==> config.mk <==
export PLATFORM = sky130hd
export DESIGN_NAME = mips_mult_unit
export DESIGN_NICKNAME = d
export VERILOG_FILES = /design/src/rtl/mips_pkg.sv /design/src/rtl/mult_shift_add_dp.sv /design/src/rtl/mips_mult_unit.sv
export SDC_FILE = /design/constraint.sdc
export NUM_CORES = 1
export LEC_CHECK = 0
export BUFFER_PORTS_ARGS = -buffer_cell sky130_fd_sc_hd__clkbuf_2
export CAP_MARGIN = 40
export CORE_ASPECT_RATIO = 0.7
export CORE_UTILIZATION = 61
export DETAILED_ROUTE_END_ITERATION = 8
export PLACE_DENSITY = 0.95
export SLEW_MARGIN = 15
export SYNTH_ARGS = -nofsm -noshare
export SYNTH_HDL_FRONTEND = slang
export SYNTH_SLANG_ARGS = --single-unit
==> constraint.sdc <==
create_clock -name clk -period 3.45 [get_ports clk]
set_input_delay 0 -clock clk [delete_from_list [all_inputs] [get_ports clk]]
set_output_delay 0 -clock clk [all_outputs]
set_load 0.05 [all_outputs]
==> src/rtl/mips_pkg.sv <==
// Shared definitions for the MIPS 8-bit datapath: HI/LO width and the
// multiplier controller state encoding.
package mips_pkg;

  // Width of the architectural HI/LO registers; the writeback mux uses it too.
  localparam int MIPS_XLEN = 8;

  // Iteration counter width for the shift-add multiplier.
  localparam int MULT_CNT_W = $clog2(MIPS_XLEN);

  // Multiplier controller states.
  typedef enum logic [1:0] {
    IDLE = 2'd0,
    RUN  = 2'd1,
    WB   = 2'd2
  } mult_state_t;

endpackage

==> src/rtl/mult_shift_add_dp.sv <==
// Shift-add datapath: holds the partial product {P_hi, P_lo} and the latched
// multiplicand magnitude. One add-then-shift iteration per step strobe.
module mult_shift_add_dp #(
  parameter int N = 8
) (
  input  logic         clk,
  input  logic         rst,
  input  logic         load,
  input  logic         step,
  input  logic [N-1:0] a_mag,
  input  logic [N-1:0] b_mag,
  output logic [N-1:0] p_hi,
  output logic [N-1:0] p_lo
);

  logic [N-1:0] a_reg;
  logic [N:0]   addend;
  logic [N:0]   sum;

  // Conditional add of the multiplicand into P_hi, kept at N+1 bits so the
  // carry shifts into the top of P_hi instead of being lost.
  always_comb begin
    addend = '0;
    if (p_lo[0]) begin
      addend = {1'b0, a_reg};
    end
    sum = {1'b0, p_hi} + addend;
  end

  // Partial-product register: load seeds {0, |B|}, step shifts {c, P_hi, P_lo} right.
  always_ff @(posedge clk or posedge rst) begin
    if (rst) begin
      a_reg <= '0;
      p_hi  <= '0;
      p_lo  <= '0;
    end else if (load) begin
      a_reg <= a_mag;
      p_hi  <= '0;
      p_lo  <= b_mag;
    end else if (step) begin
      p_hi  <= sum[N:1];
      p_lo  <= {sum[0], p_lo[N-1:1]};
    end
  end

endmodule

==> src/rtl/mips_mult_unit.sv <==
// MIPS mult/multu/mthi/mtlo unit: sequential shift-add multiplier feeding the
// architectural HI/LO registers. HI/LO only change on mthi/mtlo in IDLE or on
// the final writeback, so partial products are never visible.
//
// Handshake: start is a single-cycle request honoured only while busy is low
// (state IDLE); requests while busy are dropped, not queued. done pulses for
// one cycle with busy low, in which hi/lo hold the new product and a new start
// may already be issued.
module mips_mult_unit
  import mips_pkg::*;
#(
  parameter int N = MIPS_XLEN
) (
  input  logic         clk,
  input  logic         rst,
  input  logic         start,
  input  logic         is_signed,
  input  logic [N-1:0] opA,
  input  logic [N-1:0] opB,
  input  logic         hi_we,
  input  logic         lo_we,
  input  logic [N-1:0] wdata,
  output logic         busy,
  output logic         done,
  output logic [N-1:0] hi,
  output logic [N-1:0] lo
);

  localparam int CW = (N > 1) ? $clog2(N) : 1;
  localparam logic [CW-1:0] CNT_LAST = CW'(N - 1);

  mult_state_t   state;
  mult_state_t   state_next;
  logic [CW-1:0] cnt;
  logic          neg;
  logic          load;
  logic          step;
  logic          wb;
  logic [N-1:0]  a_mag;
  logic [N-1:0]  b_mag;
  logic [N-1:0]  p_hi;
  logic [N-1:0]  p_lo;
  logic [2*N-1:0] prod_fixed;

  // Two's-complement magnitude for signed operands; 0x80 maps to itself and
  // is then treated as an unsigned 128, which still yields the right product.
  function automatic logic [N-1:0] magnitude(input logic [N-1:0] x, input logic sgn);
    if (sgn && x[N-1]) begin
      return ~x + N'(1);
    end
    return x;
  endfunction

  assign a_mag = magnitude(opA, is_signed);
  assign b_mag = magnitude(opB, is_signed);

  // State register.
  always_ff @(posedge clk or posedge rst) begin
    if (rst) begin
      state <= IDLE;
    end else begin
      state <= state_next;
    end
  end

  // Next-state logic and datapath strobes.
  always_comb begin
    state_next = state;
    load       = 1'b0;
    step       = 1'b0;
    wb         = 1'b0;
    unique case (state)
      IDLE: begin
        if (start) begin
          load       = 1'b1;
          state_next = RUN;
        end
      end
      RUN: begin
        step = 1'b1;
        if (cnt == CNT_LAST) begin
          state_next = WB;
        end
      end
      WB: begin
        wb         = 1'b1;
        state_next = IDLE;
      end
      default: begin
        state_next = IDLE;
      end
    endcase
  end

  assign busy = (state != IDLE);

  // Iteration counter and product sign, captured with start.
  always_ff @(posedge clk or posedge rst) begin
    if (rst) begin
      cnt <= '0;
      neg <= 1'b0;
    end else if (load) begin
      cnt <= '0;
      neg <= is_signed & (opA[N-1] ^ opB[N-1]);
    end else if (step) begin
      cnt <= cnt + CW'(1);
    end
  end

  mult_shift_add_dp #(
    .N(N)
  ) u_dp (
    .clk   (clk),
    .rst   (rst),
    .load  (load),
    .step  (step),
    .a_mag (a_mag),
    .b_mag (b_mag),
    .p_hi  (p_hi),
    .p_lo  (p_lo)
  );

  // Sign fix-up over the full 2N-bit product.
  always_comb begin
    prod_fixed = {p_hi, p_lo};
    if (neg) begin
      prod_fixed = ~{p_hi, p_lo} + (2*N)'(1);
    end
  end

  // HI/LO registers: mthi/mtlo only in IDLE, product load in WB.
  always_ff @(posedge clk or posedge rst) begin
    if (rst) begin
      hi <= '0;
      lo <= '0;
    end else if (wb) begin
      hi <= prod_fixed[2*N-1:N];
      lo <= prod_fixed[N-1:0];
    end else if (state == IDLE) begin
      if (hi_we) begin
        hi <= wdata;
      end
      if (lo_we) begin
        lo <= wdata;
      end
    end
  end

  // One-cycle completion pulse following the writeback edge.
  always_ff @(posedge clk or posedge rst) begin
    if (rst) begin
      done <= 1'b0;
    end else begin
      done <= wb;
    end
  end

endmodule

Word level (Yosys, flattened, before mapping)
Cells that the tools add are included.
- memory bits (writable): 0
- bits in read-only memories: 0
- bits of input ports: 30
- register bits: 47
- latch bits: 0
- memories: 0
- reductions and logical operators: 11
- equality and inequality tests: 5
- bitwise gates (word level): 5
- shift-type cells: 0
- multiply operators: 0
- order comparisons: 0
- div/mod/pow operators: 0
- multiplexer cells: 27
- add/subtract/negate cells: 5
- operator list (kind ; number):
    two-way mux 8 bit ; 15
    adder 16 x 1 -> 16 bit, second input constant ; 1
    adder 8 x 1 -> 8 bit, second input constant ; 2
    two-way mux 16 bit ; 1
    NOT 16 bit ; 1
    NOT 8 bit ; 2
    nonzero test 2 bit ; 5
    adder 8 x 8 -> 9 bit ; 1
    two-way mux 1 bit ; 6
    two-way mux 3 bit ; 2
    AND reduction 2 bit ; 3
    two-way mux 2 bit ; 2
    != test 2 bit, second input constant ; 2
    case mux 2 bit (2 select lines) ; 1
    adder 3 x 1 -> 3 bit, second input constant ; 1
    equality test 3 bit, second input constant ; 1
    equality test 2 x 1 -> 1 bit, second input constant ; 1
    equality test 2 bit, second input constant ; 1
    logical AND 1 bit ; 2
    zero test 2 bit ; 1
    AND 1 bit ; 1
    bitwise XOR 1 bit ; 1

Logic depth before layout (Yosys ltp)
Gate-level depths: netlist of run 1.
- depth in word-level cells: 5
- mapped depth: 9
- mapped depth without buffers: 8

Modules after synthesis
From an unflattened synthesis of run 1, not the netlist that was laid out.
- cell total of the unflattened synthesis: 314
- area, all modules: 3037.9 µm²
- modules (own cells, without submodules) (module ; times used ; seq. area each (µm²) ; cells an instance ; area an instance (µm²)):
    mips_mult_unit ; 1 ; 575.6 ; 187 ; 1679.1
    mult_shift_add_dp ; 1 ; 600.6 ; 127 ; 1358.8

Least setup slack after synthesis of run 1
No wires, ideal clock.
- kind: flip-flop to flip-flop
- start: register u_dp.p_lo[0]
- end: register u_dp.p_hi[5]
- cell stages (with the launch flop): 10
- required time: 3.316 ns
- clock period less this slack: 2.322 ns
- setup slack: 1.128 ns
- arrival time: 2.187 ns
- path buffers: 1
- cell sequence: dfrtp_1 -> clkbuf_1 -> and2_1 -> ha_1 -> fa_1 -> a21o_1 -> a311o_1 -> a21oi_1 -> xor2_1 -> o21ai_0
- longest elaborated chain between the ends: 4
- RTL lines (element ; line ; text):
    start: declaration ; mult_shift_add_dp.sv:13 ; output logic [N-1:0] p_lo
    start signal: assignment ; mult_shift_add_dp.sv:39 ; p_lo <= b_mag;
    start signal: assignment ; mult_shift_add_dp.sv:42 ; p_lo <= {sum[0], p_lo[N-1:1]};
    two-way mux 8 bit ; mult_shift_add_dp.sv:24 ; if (p_lo[0]) begin
    adder 8 x 8 -> 9 bit ; mult_shift_add_dp.sv:27 ; sum = {1'b0, p_hi} + addend;
    two-way mux 8 bit ; mult_shift_add_dp.sv:40 ; end else if (step) begin
    two-way mux 8 bit ; mult_shift_add_dp.sv:36 ; end else if (load) begin
    end signal: assignment ; mult_shift_add_dp.sv:41 ; p_hi <= sum[N:1];
    end: declaration ; mult_shift_add_dp.sv:12 ; output logic [N-1:0] p_hi,
No other way between the ends. The select of a mux whose other input is x is not followed.
A chain may end at the register's enable or synchronous reset.

Final worst setup path of run 1
- start: register u_dp.p_lo[0]
- end: register hi[6]
- longest elaborated chain between the ends: 4
- RTL lines (element ; line ; text):
    NOT 16 bit ; mips_mult_unit.sv:127 ; prod_fixed = ~{p_hi, p_lo} + (2*N)'(1);
    adder 16 x 1 -> 16 bit ; mips_mult_unit.sv:127 ;
    two-way mux 16 bit ; mips_mult_unit.sv:126 ; if (neg) begin
    two-way mux 8 bit ; mips_mult_unit.sv:136 ; end else if (wb) begin
    end signal: assignment ; mips_mult_unit.sv:137 ; hi <= prod_fixed[2*N-1:N];
    end signal: assignment ; mips_mult_unit.sv:141 ; hi <= wdata;
    end: declaration ; mips_mult_unit.sv:25 ; output logic [N-1:0] hi,
No other way between the ends.

==> flow_summary.toml, run 1 <==
[place]
place.gp.congestion = 0.924
place_area_mm2 = 0.00324
place_inst = 436
dp_hpwl_mm = 5.54
port_buffers = 47

[yosys]
syn-cell-area_mm2 = 0.00295
synthTopCellsByCount = "nand2_1 (54), dfrtp_1 (47), o21ai_0 (29)"
yosysTopAreaCell = "dfrtp_1"
netlist_instances = 348
synth_top_area_share_pct = 39.8
syn-num-nets = 392
synth.avg_cell_area_um2 = 8.49
synth.area.top_cells = "dfrtp_1 (40%), nand2_1 (6.9%), xor2_1 (6.8%)"
synth_edf_count = 0
synthArstFlopShare_pct = 100
synth_ff_type = "dfrtp_1"
post_synth_num_cell_types = 41
yosysSeqAreaShare_pct = 39.8
yosys.cell_count.top_type = "nand2_1"
ys_ff_latch = 47
yosysWarnings = 0

[cts]
htreeDepth = 2
cts_tree = "done"
cts_buffers = 5
clock_latency_ns = 0.30
clock_tree.buffer_depth = 2
cts_sinks = 47
cts_root_buf = "clkbuf_8"
clkTransAtPathRegs_ns = 0.09

[grt]
use_met3_pct = 5.25
antenna_found_initial = 0
grt_busiest_layer = "met2"
met1_usage_pct = 42.8
grt_overflow = 0
grt_pass1_vias = 2613
grt_max_degree = 26
grt_first_pass_wirelength_mm = 12.3
grt_use_total_pct = 31.8
grtUsageMet2_pct = 52.1

[final_layout]
area_growth_pct = 15.3
seq_area_mm2 = 0.00118
diodes = 0
stdcell_area_mm2 = 0.00340
finalNetCount = 437
multi_input_area_mm2 = 0.00166
drive_gt1_share_pct = 15.7
final_core_util_pct = 76.0
fillers = 328
final_cells = 449

[worst_setup_path]
critPathCaptureType = "flop"
path_cells = "inv_1 > ha_1 > or3b_1 > or4_4 > o31ai_1 > xor2_1 > a221oi_1"
crit_arrival_ns = 2.70
path_max_fanout = 13
crit_required_ns = 3.65
critical_path_class = "reg2reg"
slowest_delay_ns = 0.50
slowest_stage = "dfrtp_1"
start_kind = "flop"
r2r_slack_ns = 0.95
critPathBufInv = 1
crit_family = "simple AND/OR/NAND/NOR gates"

[power_and_ir_drop]
peakVddDrop_v = 0.000476
switching_share_pct = 49.8
p_sw_uw = 1610
p_leak_uw = 0.00160
clkPwrFrac_pct = 13.0
p_per_area_mw_per_mm2 = 949
cell_internal_pwr_uw = 1620
power_frac_seq_pct = 35.2
p_comb_share_pct = 51.8

[detailed_routing]
drt-vias-per-instance = 6.39
firstDrtPassIters = 5
initialDrtViolationCount = 312
totalWireLength_mm = 7.58
drc = 0
detail_route.wl_per_cell_um = 16.9
ant_nets = 0
vias = 2871

[floorplan]
io-pin-count = 48
die_area_mm2 = 0.00513
initial_core_util_pct = 65.9
die_width_um = 85.2
rows = 20
core_area_mm2 = 0.00448
dieHeight_um = 60.2

[timing]
worst_slew_pin_slew_ns = 0.791
holdWs_ns = 0.00539
worst_clock_skew_ns = 0.00864
fin_crit_sh_pct = 72.5
clock.fmax_mhz = 400
finalMaxSlewViolations = 0
finalSetupTns_ns = 0
rsz0062_at_grt = "no"
setup_viol = 0
timing_hold_violations_final = 0
period_needed_ns = 2.50
slew_headroom_pct = 47.1

[outcome]
status = "completed"

[job]
maxCapViolCount = 0

[worst_hold_path]
hold_class = "in2reg"
-- layer usage --
| layer | part of all wire [%] | vias to the layer above |
|---|---|---|
| met4 | 2.6 | 0 |
| li1 | - | 1323 |
| met5 | 0 | - |
| met3 | 9.2 | 25 |
| met2 | 46 | 189 |
| met1 | 43 | 1334 |
-- cells in the final DEF (no fill, tap or decap), drive strengths merged, types with 2 or more instances in the layout --
cell type / synthesis / layout
dfrtp: 47 / 47
nand2: 54 / 54
a21o: 2 / 2
a221oi: 3 / 3
o22a: 5 / 5
and3: 2 / 2
a21oi: 22 / 22
a31oi: 8 / 8
dlygate4sd3: 0 / 5
or3: 3 / 3
nor4: 2 / 2
and2: 10 / 10
nor3: 4 / 4
xnor2: 5 / 5
xor2: 23 / 23
o31ai: 6 / 6
a32oi: 2 / 2
nor2b: 6 / 6
clkinv: 1 / 2
o22ai: 11 / 11
nor2: 25 / 25
a211oi: 3 / 3
clkbuf: 17 / 53
o211ai: 2 / 2
inv: 13 / 13
nand2b: 2 / 2
nand3: 12 / 12
o21ai: 29 / 29
buf: 0 / 3
mux2i: 2 / 2
o221ai: 3 / 3
ha: 13 / 13
-- stage by stage --
| step | total power [uW] | setup WS [ns] |
|---|---|---|
| final | 3230 | 0.950 |
| after global routing | 3440 | 0.844 |
| after CTS | 3200 | 1.00 |
| after detailed placement | 2770 | 1.02 |
| after global placement | 2670 | 1.10 |
| after floorplan | 2320 | 1.13 |
-- final cells by class --
cell class / count / area share (%)
Clock buffer: 6 / 2.43
Clock inverter: 2 / 1.03
Inverter: 14 / 1.54
Multi-Input combinational cell: 270 / 48.8
Sequential cell: 47 / 34.6
Tap cell: 55 / 2.02
Timing Repair Buffer: 55 / 9.63
-- repair_timing --
| item | CTS | global route |
|---|---|---|
| hold endpoints to repair | 26 | 0 |
| hold buffers | 5 | 0 |
| resized for setup | 0 | 0 |
| setup buffers | 0 | 0 |
-- power groups by stage --
stage	Combinational, uW	Clock [uW]	Sequential (uW)
final	1670	419	1140
after global routing	1830	445	1160
after CTS	1660	421	1120
after detailed placement	1640	0	1130
after global placement	1570	0	1110
after floorplan	1010	0	1310
-- logic make-up after synthesis --
family | after synthesis | share of synthesized area (%)
and+or+nand+nor | 125 | 19.4
DFF | 47 | 39.8
buffers and inverters | 31 | 3.94
adders and majority gates | 14 | 6.19
xor gates and xnor gates | 28 | 8.30
muxes | 3 | 1.06
AOI/OAI and AO/OA | 100 | 21.2
-- worst reg2reg max path: stages, from the launching register on --
cell	delay, ns
dfrtp_1	0.50
inv_1	0.12
ha_1	0.19
or3b_1	0.38
or4_4	0.46
o31ai_1	0.32
xor2_1	0.12
a221oi_1	0.31
-- final timing paths --
| kind | startpoint | to | cells past startpoint |
|---|---|---|---|
| min in group asynchronous | rst | neg | 3 |
| worst max register to register | u_dp.p_lo[0] | hi[6] | 7 |
| worst min-delay path | opA[6] | u_dp.a_reg[6] | 3 |
| worst min register to register | u_dp.a_reg[7] | u_dp.a_reg[7] | 2 |
| worst max-delay path | u_dp.p_lo[0] | hi[6] | 7 |
| max in group asynchronous | rst | hi[4] | 4 |
No activity file was read; power rests on OpenSTA's default activity.
==> run 2: changes to the inputs <==
--- a/config.mk
+++ b/config.mk
@@ -8,9 +8,9 @@
 export BUFFER_PORTS_ARGS = -buffer_cell sky130_fd_sc_hd__clkbuf_2
 export CAP_MARGIN = 40
 export CORE_ASPECT_RATIO = 0.7
-export CORE_UTILIZATION = 61
+export CORE_UTILIZATION = 57
 export DETAILED_ROUTE_END_ITERATION = 8
-export PLACE_DENSITY = 0.95
+export PLACE_DENSITY = 0.9
 export SLEW_MARGIN = 15
 export SYNTH_ARGS = -nofsm -noshare
 export SYNTH_HDL_FRONTEND = slang
==> constraint.sdc (replaced) <==
create_clock -name clk -period 2.3 [get_ports clk]
set_input_delay 0 -clock clk [delete_from_list [all_inputs] [get_ports clk]]
set_output_delay 0 -clock clk [all_outputs]
set_load 0.05 [all_outputs]
==> run 2 against run 1 <==
The flow now finishes with violations (hold timing); sequential cell count did not move; sequential share of layout area fell by 1.5 points; cell count rose by 6.0%; clock-buffer cell count rose by 1; combinational power rose by 74%; register-to-register slack got worse by 0.91 ns; fmax rose by 11%; worst hold slack got worse by 0.012 ns; critical endpoint unchanged; largest power group unchanged.
==> flow_summary.toml, run 2 (synthesis results as in run 1) <==
[place]
place_area_mm2 = 0.00335
place.gp.congestion = 0.885
place_inst = 461
port_buffers = 47
dp_hpwl_mm = 5.89

[worst_setup_path]
start_kind = "flop"
crit_family = "simple AND/OR/NAND/NOR gates"
crit_arrival_ns = 2.45
path_cells = "inv_2 > ha_4 > or3b_4 > or4_4 > o31ai_4 > xor2_1 > a221oi_1"
critical_path_class = "reg2reg"
critPathCaptureType = "flop"
slowest_stage = "or4_4"
crit_required_ns = 2.50
path_max_fanout = 6
slowest_delay_ns = 0.48
critPathBufInv = 1

[floorplan]
rows = 21
die_width_um = 88.0
dieHeight_um = 62.2
io-pin-count = 48
initial_core_util_pct = 60.4
core_area_mm2 = 0.00489
die_area_mm2 = 0.00548

[cts]
clock_latency_ns = 0.31
cts_buffers = 5
cts_tree = "done"
clock_tree.buffer_depth = 2
clkTransAtPathRegs_ns = 0.08
cts_sinks = 47
htreeDepth = 2
cts_root_buf = "clkbuf_8"

[final_layout]
finalNetCount = 450
final_cells = 476
layout_commonest_cell = "nand2_1"
stdcell_area_mm2 = 0.00356
diodes = 0
drive_gt1_share_pct = 20.9
final_cell_mix = "nand2_1 (54), clkbuf_2 (47), dfrtp_1 (46), o21ai_0 (28), nor2_1 (25)"
area_growth_pct = 20.6
final_core_util_pct = 72.9

[timing]
rsz0062_at_grt = "yes"
period_needed_ns = 2.26
finalMaxSlewViolations = 0
clock.fmax_mhz = 443
setup_viol = 0
fin_crit_sh_pct = 98.1
timing_hold_violations_final = 1
worst_slew_pin_slew_ns = 0.684
slew_headroom_pct = 54.4
holdWs_ns = -0.00641
worst_clock_skew_ns = 0.0124

[detailed_routing]
drt-vias-per-instance = 6.24
vias = 2968
ant_nets = 0
initialDrtViolationCount = 316
totalWireLength_mm = 8.29
firstDrtPassIters = 5
detail_route.wl_per_cell_um = 17.4
drc = 0

[grt]
grtUsageMet2_pct = 48.2
grt_pass1_vias = 2824
grt_overflow = 0
grt_busiest_layer = "met2"
use_met3_pct = 6.12
met1_usage_pct = 44.0
grt_use_total_pct = 31.2
grt_first_pass_wirelength_mm = 13.3
antenna_found_initial = 0
grt_max_degree = 37

[power_and_ir_drop]
peakVddDrop_v = 0.000621
p_leak_uw = 0.00165
p_per_area_mw_per_mm2 = 1420

[outcome]
violations = "hold timing"
status = "finished, violations left"

[worst_hold_path]
hold_class = "in2reg"

[job]
maxCapViolCount = 0
run 2: stage by stage:
step | total power, uW | setup WS (ns) | setup TNS [ns]
after floorplan | 3490 | 0.0156 | 0
after global placement | 4160 | 0.0489 | 0
after detailed placement | 4310 | -0.0913 | -0.146
after CTS | 4840 | 0.0203 | 0
after global routing | 5380 | -0.0306 | -0.0306
final | 5040 | 0.0435 | 0
run 2: worst paths after layout:
kind	startpoint	to	slack (ns)	cells past startpoint
max	u_dp.p_lo[0]	hi[6]	0.04	7
min in group asynchronous	rst	cnt[0]	0.28	3
min	wdata[6]	hi[6]	-0.006	3
max in group asynchronous	rst	u_dp.p_lo[0]	1.49	4
max reg2reg	u_dp.p_lo[0]	hi[6]	0.04	7
min reg2reg	u_dp.a_reg[4]	u_dp.a_reg[4]	0.49	2
run 2: worst min-delay path: stages:
cell	delay (ns)
clkbuf_2	0.10
nor2_1	0.10
a221oi_1	0.05
run 2: layout make-up:
cell class                 count  area (um2)
sequential                    47        1180
tap                           69        86.3
multi-input combinational    270        1730
clock buffer                   7        76.3
fill                         380        1330
inverter                      14        52.6
timing repair buffer          68         438
clock inverter                 1        5.00
run 2: what timing repair did:
action / in CTS / in global routing
resized for setup: 3 / 12
pin swaps: 0 / 4
setup endpoints to repair: 4 / 6
endpoints found under the hold margin: 28 / 0
hold buffers: 5 / 0
setup buffers: 2 / 0
run 2: report_power, final:
part,internal (uW),switching (uW),total [uW]
logic,1050,1850,2900
registers,1210,446,1660
clock network,214,275,488
total,2470,2570,5040
run 2: layer usage:
metal / share of wire, % / vias to the layer above
li1: - / 1352
met3: 8.3 / 28
met5: 0 / -
met4: 2.2 / 0
met1: 43 / 1428
met2: 46 / 160
